## src/rtl/stoch_signed_window_decoder_pkg.sv

```systemverilog
// Shared types and helpers for the signed stochastic window decoder:
// FSM state encoding, accumulator width rule and the per-sample increment.
package stoch_decode_pkg;

    typedef enum logic [1:0] {
        S_IDLE   = 2'd0,
        S_WARMUP = 2'd1,
        S_ACCUM  = 2'd2,
        S_HOLD   = 2'd3
    } state_t;

    // One guard bit above the window size plus a sign bit covers -2^W..+2^W.
    function automatic int acc_w(input int window_log2);
        return window_log2 + 2;
    endfunction

    // Signed increment of one bitstream pair: (1,0)->+1, (0,1)->-1, else 0.
    function automatic logic signed [1:0] signed_inc(input logic x_p, input logic x_m);
        return {~x_p & x_m, x_p ^ x_m};
    endfunction

endpackage

```

## src/rtl/stoch_signed_window_decoder_if.sv

```systemverilog
// Sample/result bus of the window decoder; master is the producer/consumer side.
interface stoch_signed_window_decoder_if
    import stoch_decode_pkg::*;
#(
    parameter int NUM_CH      = 27,
    parameter int WINDOW_LOG2 = 8
);
    localparam int ACC_W = acc_w(WINDOW_LOG2);

    logic                           start;
    logic                           in_valid;
    logic [NUM_CH-1:0]              x_p;
    logic [NUM_CH-1:0]              x_m;
    logic                           busy;
    logic                           out_valid;
    logic                           out_ready;
    logic [NUM_CH-1:0][ACC_W-1:0]   y;

    modport master (
        output start, in_valid, x_p, x_m, out_ready,
        input  busy, out_valid, y
    );

    modport slave (
        input  start, in_valid, x_p, x_m, out_ready,
        output busy, out_valid, y
    );

endinterface

```

## src/rtl/stoch_signed_acc.sv

```systemverilog
// Per-channel signed up/down counter for one (x_p, x_m) bitstream pair.
module stoch_signed_acc
    import stoch_decode_pkg::*;
#(
    parameter int ACC_W = 10
) (
    input  logic                    CLK,
    input  logic                    clr,
    input  logic                    en,
    input  logic                    x_p,
    input  logic                    x_m,
    output logic signed [ACC_W-1:0] acc
);
    localparam int LIM = 2 ** (ACC_W - 2);

    logic signed [ACC_W-1:0] acc_reg;
    logic signed [1:0]       inc;

    assign inc = signed_inc(x_p, x_m);
    assign acc = acc_reg;

    // Clear wins over enable so a new window never inherits a stray sample.
    always_ff @(posedge CLK) begin
        if (clr) begin
            acc_reg <= '0;
        end else if (en) begin
            acc_reg <= acc_reg + {{(ACC_W-2){inc[1]}}, inc};
        end
    end

    acc_in_range: assert property (@(posedge CLK)
        int'(acc_reg) <= LIM && int'(acc_reg) >= -LIM);

endmodule

```

## src/rtl/stoch_signed_window_decoder.sv

```systemverilog
// Integrates NUM_CH signed bitstream pairs over 2^WINDOW_LOG2 accepted samples
// and hands the per-channel counts out through a valid/ready handshake.
module stoch_signed_window_decoder
    import stoch_decode_pkg::*;
#(
    parameter int NUM_CH      = 27,
    parameter int WINDOW_LOG2 = 8,
    parameter int WARMUP      = 1
) (
    input  logic                          CLK,
    input  logic                          RST,
    stoch_signed_window_decoder_if.slave  bus
);
    localparam int ACC_W = acc_w(WINDOW_LOG2);
    localparam logic [3:0] WARM_INIT = 4'(WARMUP);

    state_t                  state_reg, state_next;
    logic [WINDOW_LOG2-1:0]  cnt_reg, cnt_next;
    logic [3:0]              warm_cnt_reg, warm_cnt_next;
    logic                    acc_clr;
    logic                    acc_en;
    logic                    launch;

    always_ff @(posedge CLK) begin
        if (RST) begin
            state_reg    <= S_IDLE;
            cnt_reg      <= '0;
            warm_cnt_reg <= '0;
        end else begin
            state_reg    <= state_next;
            cnt_reg      <= cnt_next;
            warm_cnt_reg <= warm_cnt_next;
        end
    end

    always_comb begin
        state_next    = state_reg;
        cnt_next      = cnt_reg;
        warm_cnt_next = warm_cnt_reg;
        acc_clr       = 1'b0;
        acc_en        = 1'b0;
        launch        = 1'b0;

        case (state_reg)
            S_IDLE: begin
                launch = bus.start;
            end
            S_WARMUP: begin
                if (bus.in_valid) begin
                    warm_cnt_next = warm_cnt_reg - 4'd1;
                    if (warm_cnt_reg == 4'd1) begin
                        state_next = S_ACCUM;
                    end
                end
            end
            S_ACCUM: begin
                if (bus.in_valid) begin
                    acc_en   = 1'b1;
                    cnt_next = cnt_reg + 1'b1;
                    if (&cnt_reg) begin
                        state_next = S_HOLD;
                    end
                end
            end
            S_HOLD: begin
                if (bus.out_ready) begin
                    if (bus.start) begin
                        launch = 1'b1;
                    end else begin
                        state_next = S_IDLE;
                    end
                end
            end
            default: begin
                state_next = S_IDLE;
            end
        endcase

        // A new window (from IDLE or back-to-back from HOLD) starts from zero.
        if (launch) begin
            acc_clr       = 1'b1;
            cnt_next      = '0;
            warm_cnt_next = WARM_INIT;
            state_next    = (WARMUP > 0) ? S_WARMUP : S_ACCUM;
        end
    end

    assign bus.busy      = (state_reg == S_WARMUP) || (state_reg == S_ACCUM);
    assign bus.out_valid = (state_reg == S_HOLD);

    generate
        for (genvar gi = 0; gi < NUM_CH; gi++) begin : g_ch
            logic signed [ACC_W-1:0] acc_ch;

            stoch_signed_acc #(
                .ACC_W (ACC_W)
            ) u_acc (
                .CLK (CLK),
                .clr (acc_clr | RST),
                .en  (acc_en),
                .x_p (bus.x_p[gi]),
                .x_m (bus.x_m[gi]),
                .acc (acc_ch)
            );

            assign bus.y[gi] = acc_ch;
        end
    endgenerate

endmodule
```

## src/flat_wrapper.sv

```systemverilog
// flat-port wrapper written by rule: the top's interface ports become plain ports
module stoch_signed_window_decoder_flat import stoch_decode_pkg::*;
#(
    parameter int NUM_CH      = 27,
    parameter int WINDOW_LOG2 = 8,
    parameter int WARMUP      = 1
)
  (CLK, RST, bus_start, bus_in_valid, bus_x_p, bus_x_m, bus_out_ready, bus_busy, bus_out_valid, bus_y);
  stoch_signed_window_decoder_if #(.NUM_CH(NUM_CH), .WINDOW_LOG2(WINDOW_LOG2)) bus_i ();
  input  logic CLK;
  input  logic RST;
  input wire logic [$bits(bus_i.start)-1:0] bus_start;
  input wire logic [$bits(bus_i.in_valid)-1:0] bus_in_valid;
  input wire logic [$bits(bus_i.x_p)-1:0] bus_x_p;
  input wire logic [$bits(bus_i.x_m)-1:0] bus_x_m;
  input wire logic [$bits(bus_i.out_ready)-1:0] bus_out_ready;
  output wire logic [$bits(bus_i.busy)-1:0] bus_busy;
  output wire logic [$bits(bus_i.out_valid)-1:0] bus_out_valid;
  output wire logic [$bits(bus_i.y)-1:0] bus_y;
  assign bus_i.start = bus_start;
  assign bus_i.in_valid = bus_in_valid;
  assign bus_i.x_p = bus_x_p;
  assign bus_i.x_m = bus_x_m;
  assign bus_i.out_ready = bus_out_ready;
  assign bus_busy = bus_i.busy;
  assign bus_out_valid = bus_i.out_valid;
  assign bus_y = bus_i.y;
  stoch_signed_window_decoder #(.NUM_CH(NUM_CH), .WINDOW_LOG2(WINDOW_LOG2), .WARMUP(WARMUP)) u_core (.CLK(CLK), .RST(RST), .bus(bus_i));
endmodule
```

## config.mk

```make
export PLATFORM = sky130hd
export DESIGN_NAME = stoch_signed_window_decoder_flat
export DESIGN_NICKNAME = d
export VERILOG_FILES = /design/src/rtl/stoch_signed_window_decoder_pkg.sv /design/src/rtl/stoch_signed_window_decoder_if.sv /design/src/rtl/stoch_signed_acc.sv /design/src/rtl/stoch_signed_window_decoder.sv /design/src/flat_wrapper.sv
export SDC_FILE = /design/constraint.sdc
export NUM_CORES = 1
export LEC_CHECK = 0
export BUFFER_PORTS_ARGS = -buffer_cell sky130_fd_sc_hd__buf_2
export CORE_ASPECT_RATIO = 0.7
export CORE_MARGIN = 2
export CORE_UTILIZATION = 28
export CTS_BUF_LIST = sky130_fd_sc_hd__clkbuf_16
export DETAILED_ROUTE_END_ITERATION = 10
export GPL_ROUTABILITY_DRIVEN = 0
export SYNTH_ARGS = -nofsm -noshare
export SYNTH_HDL_FRONTEND = slang
export SYNTH_SLANG_ARGS = --single-unit
```

## constraint.sdc

```tcl
create_clock -name CLK -period 8.2 [get_ports CLK]
set_input_delay 1.23 -clock CLK [delete_from_list [all_inputs] [get_ports CLK]]
set_output_delay 1.23 -clock CLK [all_outputs]
set_load 0.01 [all_outputs]
```

==> impl_results.md, run 1 <==
- Sink Count: 284
- Hold Path Class: reg -> reg
- Largest net degree at the start of global routing: 181
- Area delta synth->final: 12.8%
- Filler instances: 9382
- Final hold vios: 0
- Worst slack, placed: 4.15 ns
- Comb pwr share: 0.273
- Num ports: 331
- Register area: 0.00569 mm^2
- # setup viols final: 0
- Sw Pwr: 0.00166 W
- Vias: 24700
- Min-delay src: u_core.g_ch[23].u_acc.acc[0]
- Htree depth: 2
- Remaining DRCs: 0
- WL final: 72.1 mm
- Max FFs per register: 270
- Post-route ant nets: 0
- FFs w/ async S/R, synth: 0
- DRT Pass-1 Iters: 6
- CTS Root Cell: clkbuf_16
- Nets: 3555
- Site Rows: 91
- Clock Skews: 0.0167 ns
- Vias in the first global route: 21000
- Fin area: 0.0278 mm^2
- DIE AREA: 0.0905 mm^2
- Chip Height: 252 um
- RSZ-0062 raised after global routing: false
- Share of layout cells above drive strength 1: 0.128
- Synth Area per Inst: 7.40 um^2
- EDFF count, synth: 0
- Crit path capture type: register
- Crit path kind: in -> reg
- Clock transition at the registers of the reported paths: 0.06 ns
- Iter 0 DRT Violations: 2029
- Antenna diodes: 0
- # Post-CTS Setup Buffers: 0
- Die Wd: 359 um
- Pwr/cell area: 158 mW/mm^2
- Critical path launch point type: input pin
- Worst r2r src: u_core.state_reg[1]
- Placed Cells: 4502
- CTS tree: built
- PostCTS Resize Cnt: 0
- DR vias/cell: 5.41
- Most common flop cell mapped by yosys: dfxtp_1
- IO buf count: 330
- First-pass GRT wire length: 115 mm
- Leak pwr: 10.8 nW
- Final cell count without fillers: 4567
- Status: completed
- Yosys warnings: 0
- Initial antenna violation count: 0
- Syn Nets: 3504
- Hold WS: 0.469 ns
- Post-DP Area: 0.0267 mm^2
- Inserted Clock Buffers: 38
- Post-synthesis sequential area ratio: 0.231
- Power share of the clock group: 0.370
- Worst-case vdd ir drop: 0.226 mV
- Distinct cell type count after synthesis: 93
- Initial Utilization: 0.281
- Flop pwr share: 0.357
- Final TNS setup: 0 ns
- Clock buffer depth: 3
- Cell count after synthesis: 3329
- Fin crit share: 0.429
- Half-perimeter wire length after placement: 46.8 mm
- Clock Latency Late Sink: 0.56 ns
- Arrival @ worst endpoint: 4.00 ns
- Total Routing Usage GR: 0.150
- Core area: 0.0877 mm^2
- Register bit total from synthesis: 284
- Slew margin rel.: 0.244
- Routed length per instance: 15.8 um
- Max Fclk: 0.284 GHz
- Worst slew pin tran: 1.13 ns
- Crit path from: bus_x_p[12]
- Final Worst Setup Slack: 4.68 ns
- Hold bufs inserted after CTS: 0
- Sw frac: 0.378
- Grt ovf: 0
- Synthesized area: 0.0246 mm^2
- Max-cap violations: 0
- CP Data Required Time: 8.68 ns
- Max-slew violations: 0
- Area of the multi-input gates: 0.0174 mm^2
- Tmin final: 3.52 ns
- Int Pwr: 0.00273 W
- CP Max Fanout: 24
metrics by stage:
stage / util / total power (W)
after global routing: 0.317 / 0.00467
final: 0.317 / 0.00440
after floorplan: - / 0.00243
after CTS: 0.317 / 0.00448
after global placement: 0.304 / 0.00279
after detailed placement: 0.304 / 0.00280
metal layers:
layer,vias to the layer above,track usage,wire [um]
met1,11600,0.230,36700
met3,80,0.0337,4780
met4,0,0.0314,1110
li1,12400,-,-
met2,615,0.209,29600
met5,-,0,0
worst paths after layout:
| path | slack (ns) | endpoint | cells past startpoint |
|---|---|---|---|
| max reg2reg | 5.35 | u_core.g_ch[18].u_acc.acc[7] | 9 |
| min | 0.47 | u_core.g_ch[23].u_acc.acc[0] | 2 |
| min reg2reg | 0.47 | u_core.g_ch[23].u_acc.acc[0] | 2 |
| max | 4.68 | u_core.g_ch[12].u_acc.acc[6] | 11 |
synthesized netlist by cell type (all sizes together), types with 18 or more instances:
cell	count	area (um^2)
and3	41	257
o211ai	25	188
nand3	80	400
nand2b	27	169
a21boi	21	158
and3b	44	385
dfxtp	284	5690
xnor2	97	850
inv	92	345
or3	132	826
o22ai	35	219
o31ai	36	270
nand3b	31	233
o21ai	192	961
and2	29	181
nor3b	43	323
a31o	25	219
a21oi	281	1420
a211o	18	158
o2111ai	18	158
nor3	79	395
nor4	27	215
and4b	24	240
nand4	21	131
a32oi	37	324
clkbuf	286	1070
mux2i	31	310
nor2	217	815
or4	22	165
ha	116	1450
a31oi	60	375
o21a	25	188
a211oi	22	165
buf	39	169
o41ai	23	201
nand2	281	1050
xor2	107	937
nor2b	89	557
a22oi	28	210
critical path, stage by stage:
cell and delay, ns:
buf_2 0.09, inv_1 0.07, ha_1 0.68, xor2_1 0.21, ha_1 0.21, a21boi_1 0.17
o22ai_1 0.08, nor3_1 0.53, mux2_1 0.38, a21oi_1 0.15, mux2i_1 0.20
cell type report:
class,instances,share of cell area
Tap cell,1162,0.0523
Inverter,95,0.0128
Clock buffer,39,0.0351
Clock inverter,26,0.00608
Timing Repair Buffer,336,0.0633
Multi-Input combinational cell,2625,0.626
Sequential cell,284,0.205
cell usage in the layout, fill, tap and decap left out, drive strengths merged, types with 36 or more instances in the layout:
cell type,synthesis,routed
buf,39,336
dfxtp,284,284
nand2,281,281
a21oi,281,281
nor2,217,217
o21ai,192,192
or3,132,132
ha,116,116
xor2,107,107
inv,92,104
xnor2,97,97
nor2b,89,89
nand3,80,80
nor3,79,79
a31oi,60,60
and3b,44,44
nor3b,43,43
and3,41,41
clkbuf,286,39
a32oi,37,37
o31ai,36,36
cells by family (layout without fill, tap and decap cells):
logic type / Yosys count / in the layout / share of synthesized area
buf+inv: 420 / 496 / 0.0649
mux: 35 / 35 / 0.0144
xor+xnor: 204 / 204 / 0.0725
simple gates: 1269 / 1269 / 0.288
fa+ha+maj: 116 / 116 / 0.0589
compound gates: 1001 / 1001 / 0.271
flops: 284 / 284 / 0.231
power groups by stage:
stage / clock network (W) / logic (W) / registers, W
after floorplan: 0 / 0.000883 / 0.00155
after global placement: 0 / 0.00119 / 0.00159
after detailed placement: 0 / 0.00121 / 0.00159
after CTS: 0.00170 / 0.00122 / 0.00156
after global routing: 0.00174 / 0.00135 / 0.00158
final: 0.00163 / 0.00120 / 0.00157
Note: power is estimated with default switching activity, not from simulation.
==> run 2: changes to the inputs <==
==> constraint.sdc (replaced) <==
create_clock -name CLK -period 3.15 [get_ports CLK]
set_input_delay 0.4725 -clock CLK [delete_from_list [all_inputs] [get_ports CLK]]
set_output_delay 0.4725 -clock CLK [all_outputs]
set_load 0.01 [all_outputs]
==> run 2 against run 1 <==
Net effect:
- clock power grew to 2.7 times the previous value
- register-to-register slack lost 4.6 ns
- sequential share of layout area shrank 0.57 points
- power grew to 2.7 times the previous value
- non-clock buffer count grew 88
- critical endpoint is now u_core.g_ch[6].u_acc.acc[8]
- largest cell class unchanged
==> impl_results.md, run 2 (same netlist as run 1, synthesis figures left out) <==
- Final hold vios: 0
- Nets: 3643
- Leak pwr: 11.2 nW
- Pwr/cell area: 418 mW/mm^2
- Remaining DRCs: 0
- CP delay by family, top: simple AND/OR/NAND/NOR gates
- Worst-case vdd ir drop: 0.389 mV
- Critical path launch point type: register
- DR vias/cell: 5.37
- R2R depth: 9
- Share of layout cells above drive strength 1: 0.150
- Fin crit share: 0.772
- Initial Utilization: 0.281
- Arrival @ worst endpoint: 2.87 ns
- First-pass GRT wire length: 118 mm
- WHS Path Cells: 2
- Hold WS: 0.144 ns
- Crit path kind: reg -> reg
- Max FFs per register: 270
- Max incr delay on CP: 0.66 ns
- Largest net degree at the start of global routing: 64
- Iter 0 DRT Violations: 2168
- Initial antenna violation count: 0
- Site Rows: 91
- WL final: 73.3 mm
- Worst slew pin tran: 0.698 ns
- Most frequent cells in the layout: buf_2 (330), dfxtp_1 (284), nand2_1 (280)
- Hold bufs inserted after CTS: 0
- Crit path capture type: register
- Total Routing Usage GR: 0.154
- Vias in the first global route: 21700
- Post-route ant nets: 0
- DRT Pass-1 Iters: 5
- Sink Count: 284
- Core area: 0.0877 mm^2
- Crit path depth: 9
- Crit-path cells: inv_1 > ha_1 > and2_4 > buf_4 > nand3_1 > a31oi_1 > a211oi_1 > xor2_1 > nor2_1
- Area delta synth->final: 16.0%
- Most common cell after layout, fill and taps aside: buf_2
- Final TNS setup: 0 ns
- Clock Skews: 0.0228 ns
- PostCTS Resize Cnt: 0
- Status: completed
- Hold Path Class: in -> reg
- Half-perimeter wire length after placement: 51.5 mm
- Slowest cell on crit path: and2_4
- CTS Root Cell: clkbuf_16
- Inserted Clock Buffers: 38
- Grt ovf: 0
- Clock buffer depth: 3
- Num ports: 331
- DIE AREA: 0.0905 mm^2
- Max-cap violations: 0
- Die Wd: 359 um
- CP Max Fanout: 36
- Antenna diodes: 0
- IO buf count: 330
- RSZ-0062 raised after global routing: false
- Filler instances: 9363
- Max-slew violations: 0
- # Post-CTS Setup Buffers: 0
- CTS tree: built
- CP Data Required Time: 3.58 ns
- Tmin final: 2.43 ns
- # setup viols final: 0
- Clock transition at the registers of the reported paths: 0.06 ns
- Clock Latency Late Sink: 0.57 ns
- Slew margin rel.: 0.535
- Buf+Inv Stages, Crit Path: 2
- Chip Height: 252 um
- Routed length per instance: 15.7 um
- Htree depth: 2
- Max Fclk: 0.411 GHz
- Vias: 25000
run 2: cell count changes in the layout (fill, tap and decap cells not counted):
cell / change
buf_4: +83
inv_1: -4
bufinv_16: +1
clkinv_1: +6
clkinv_2: -3
buf_12: +5
clkbuf_16: +2
run 2: path summary, 6_finish.rpt:
check | start | end | slack [ns]
setup / recovery | u_core.state_reg[0] | u_core.g_ch[6].u_acc.acc[8] | 0.72
hold / removal | RST | u_core.warm_cnt_reg[0] | 0.14
hold reg to reg | u_core.cnt_reg[1] | u_core.cnt_reg[1] | 0.47
setup reg to reg | u_core.state_reg[0] | u_core.g_ch[6].u_acc.acc[8] | 0.72
run 2: layout make-up:
class                           count  area [um^2]  area share
Inverter                           95          357      0.0125
Sequential cell                   284         5690       0.199
Tap cell                         1162         1450      0.0508
Multi-Input combinational cell   2625        17400       0.608
Clock buffer                       41         1030      0.0359
Clock inverter                     26          191     0.00669
Timing Repair Buffer              424         2480      0.0868
run 2: stage by stage:
| stage | instance area [um^2] | utilization | setup slack [ns] | std cells | total power, W |
|---|---|---|---|---|---|
| 2_1_floorplan | 24600 | - | 0.0500 | 3329 | 0.00633 |
| 3_3_place_gp | 27400 | 0.312 | 0.311 | 4590 | 0.00761 |
| 3_5_place_dp | 27400 | 0.312 | 0.312 | 4590 | 0.00765 |
| 4_1_cts | 28600 | 0.326 | 0.683 | 4657 | 0.0122 |
| 5_1_grt | 28600 | 0.326 | 0.495 | 4657 | 0.0127 |
| 6_report | 28600 | 0.326 | 0.717 | 4657 | 0.0120 |
run 2: layer usage:
layer,vias to the layer above,routed length (um),part of all wire,GRT usage
li1,12600,-,-,-
met4,0,1210,0.017,0.0323
met2,704,29300,0.40,0.213
met3,81,4820,0.066,0.0306
met1,11700,37900,0.52,0.241
met5,-,0,0,0
run 2: where the power goes:
part           switching (W)  leakage [nW]  internal, W  total (W)
Clock                0.00183         0.615      0.00258    0.00441
Sequential          0.000324          2.29      0.00375    0.00408
Combinational        0.00225          8.32      0.00123    0.00348
Total                0.00440          11.2      0.00756     0.0120
==> run 3: changes to the inputs <==
==> constraint.sdc (replaced) <==
create_clock -name CLK -period 2.2 [get_ports CLK]
set_input_delay 0.33 -clock CLK [delete_from_list [all_inputs] [get_ports CLK]]
set_output_delay 0.33 -clock CLK [all_outputs]
set_load 0.01 [all_outputs]
==> run 3 against run 2 <==
Net effect:
- non-clock buffer count is 308 higher
- combinational power up 69%
- wire length increased by 6.6%
- sequential share of layout area decreased by 2.1 points
- highest routed layer unchanged
- power up 48%
- largest cell class unchanged
- critical path type unchanged
- final cell count increased by 6.7%
- largest power group unchanged
==> impl_results.md, run 3 (same netlist as run 1, synthesis figures left out) <==
- Int Pwr: 0.0111 W
- Max-cap violations: 0
- Sw frac: 0.371
- Clock transition at the registers of the reported paths: 0.06 ns
- R2r endpoint: u_core.g_ch[0].u_acc.acc[8]
- Core area: 0.0877 mm^2
- Area delta synth->final: 29.9%
- Initial antenna violation count: 0
- Max Fclk: 0.470 GHz
- IO buf count: 330
- CP Max Fanout: 4
- Total Routing Usage GR: 0.163
- Flop pwr share: 0.326
- Final hold vios: 0
- Clock Skews: 0.0218 ns
- Arrival @ worst endpoint: 2.64 ns
- Htree depth: 2
- Sink Count: 284
- # setup viols final: 0
- Power share of the clock group: 0.342
- First-pass GRT wire length: 125 mm
- Iter 0 DRT Violations: 2053
- Min-delay src: bus_start
- Crit path kind: reg -> reg
- Max incr delay on CP: 0.41 ns
- Share of layout cells above drive strength 1: 0.258
- Crit path capture type: register
- Largest net degree at the start of global routing: 60
- Final cell count without fillers: 4967
- R2R depth: 8
- Most frequent cells in the layout: buf_4 (382), buf_2 (330), dfxtp_1 (282)
- CP Data Required Time: 2.71 ns
- Vias: 26200
- Worst-case vdd ir drop: 0.557 mV
- WL final: 78.1 mm
- Antenna diodes: 0
- Status: completed
- Chip Height: 252 um
- Fin crit share: 0.967
- Post-route ant nets: 0
- Inserted Clock Buffers: 38
- Comb pwr share: 0.332
- Num ports: 331
- Remaining DRCs: 0
- Crit-path cells: ha_2 > ha_2 > or3_1 > a21oi_2 > nor3_2 > o21a_1 > or4_4 > a21oi_2
- Slowest cell on crit path: or4_4
- DIE AREA: 0.0905 mm^2
- Filler instances: 9155
- Leak pwr: 12.9 nW
- Worst r2r src: u_core.g_ch[0].u_acc.acc[0]
- Site Rows: 91
- DR vias/cell: 5.28
- DRT Pass-1 Iters: 7
- R2R Setup Slk: 0.07 ns
- Pwr/cell area: 554 mW/mm^2
- Half-perimeter wire length after placement: 56.6 mm
- CTS tree: built
- Worst slew pin tran: 0.535 ns
- Clock Latency Late Sink: 0.56 ns
- Critical path launch point type: register
- Grt ovf: 0
- Nets: 3951
- Initial Utilization: 0.281
- CTS Root Cell: clkbuf_16
- Most common cell after layout, fill and taps aside: buf_4
- Sw Pwr: 0.00659 W
- Max-slew violations: 0
- Vias in the first global route: 23100
- Hold endpoint: u_core.state_reg[0]
- Die Wd: 359 um
- WHS Path Cells: 3
- Clock buffer depth: 3
- Placed Cells: 4893
- Hold WS: 0.135 ns
- Slew margin rel.: 0.643
- Routed length per instance: 15.7 um
- Tmin final: 2.13 ns
- Max FFs per register: 270
- Hold Path Class: in -> reg
==> run 3: metrics by stage <==
stage	util	power, W	setup WS [ns]	TNS [ns]	instance area (um^2)
3_3_place_gp	0.350	0.0116	-0.474	-26.44	30700
3_5_place_dp	0.350	0.0117	-0.450	-29.64	30700
4_1_cts	0.363	0.0179	0.00678	0	31800
6_report	0.365	0.0177	0.0718	0	32000
5_1_grt	0.365	0.0189	-0.000250	-0.000250	32000
2_1_floorplan	-	0.00931	-0.298	-3.95	26100
==> run 3: worst max-delay path by stage <==
stage / end / start / slack [ns] / depth (start not counted)
2_1_floorplan: u_core.g_ch[0].u_acc.acc[8] / bus_x_p[0] / -0.30 / 12
3_3_place_gp: u_core.g_ch[0].u_acc.acc[8] / bus_x_p[0] / -0.47 / 12
3_5_place_dp: u_core.g_ch[0].u_acc.acc[8] / bus_x_p[0] / -0.45 / 12
4_1_cts: u_core.g_ch[15].u_acc.acc[8] / u_core.g_ch[15].u_acc.acc[0] / 0.007 / 8
5_1_grt: u_core.g_ch[0].u_acc.acc[8] / u_core.g_ch[0].u_acc.acc[0] / -0.0003 / 8
6_report: u_core.g_ch[0].u_acc.acc[8] / u_core.g_ch[0].u_acc.acc[0] / 0.07 / 8
==> run 3: worst max-delay path: cells and delay by family, from the launching register on <==
family,cells,cell delay [ns]
adders and majority gates,2,0.40
DFF,1,0.32
and+or+nand+nor,3,0.85
AOI/OAI and AO/OA,3,0.51
==> run 3: per-layer routing <==
| layer | up-vias | track usage | part of all wire |
|---|---|---|---|
| li1 | 13200 | - | - |
| met1 | 12300 | 0.246 | 0.51 |
| met2 | 615 | 0.234 | 0.41 |
| met3 | 69 | 0.0376 | 0.064 |
| met4 | 0 | 0.0313 | 0.014 |
| met5 | - | 0 | 0 |
==> run 3: repair_timing <==
item	4_1_cts	5_1_grt
setup buffers	0	3
setup endpoints to repair	0	72
hold buffers	1	0
endpoints found under the hold margin	2	0
resized for setup	0	25
==> run 3: power groups by stage <==
stage / logic [W] / clock network (W) / registers (W)
2_1_floorplan: 0.00354 / 0 / 0.00577
4_1_cts: 0.00582 / 0.00636 / 0.00577
6_report: 0.00588 / 0.00606 / 0.00578
3_3_place_gp: 0.00574 / 0 / 0.00587
5_1_grt: 0.00649 / 0.00655 / 0.00583
3_5_place_dp: 0.00580 / 0 / 0.00588
==> run 3: area by class of cell <==
type / count / area [um^2] / area share
multi-input combinational: 2625 / 18200 / 0.569
timing repair buffer: 732 / 4910 / 0.153
sequential: 284 / 5690 / 0.178
inverter: 95 / 574 / 0.0179
clock inverter: 30 / 184 / 0.00575
tap: 1162 / 1450 / 0.0454
clock buffer: 39 / 976 / 0.0305
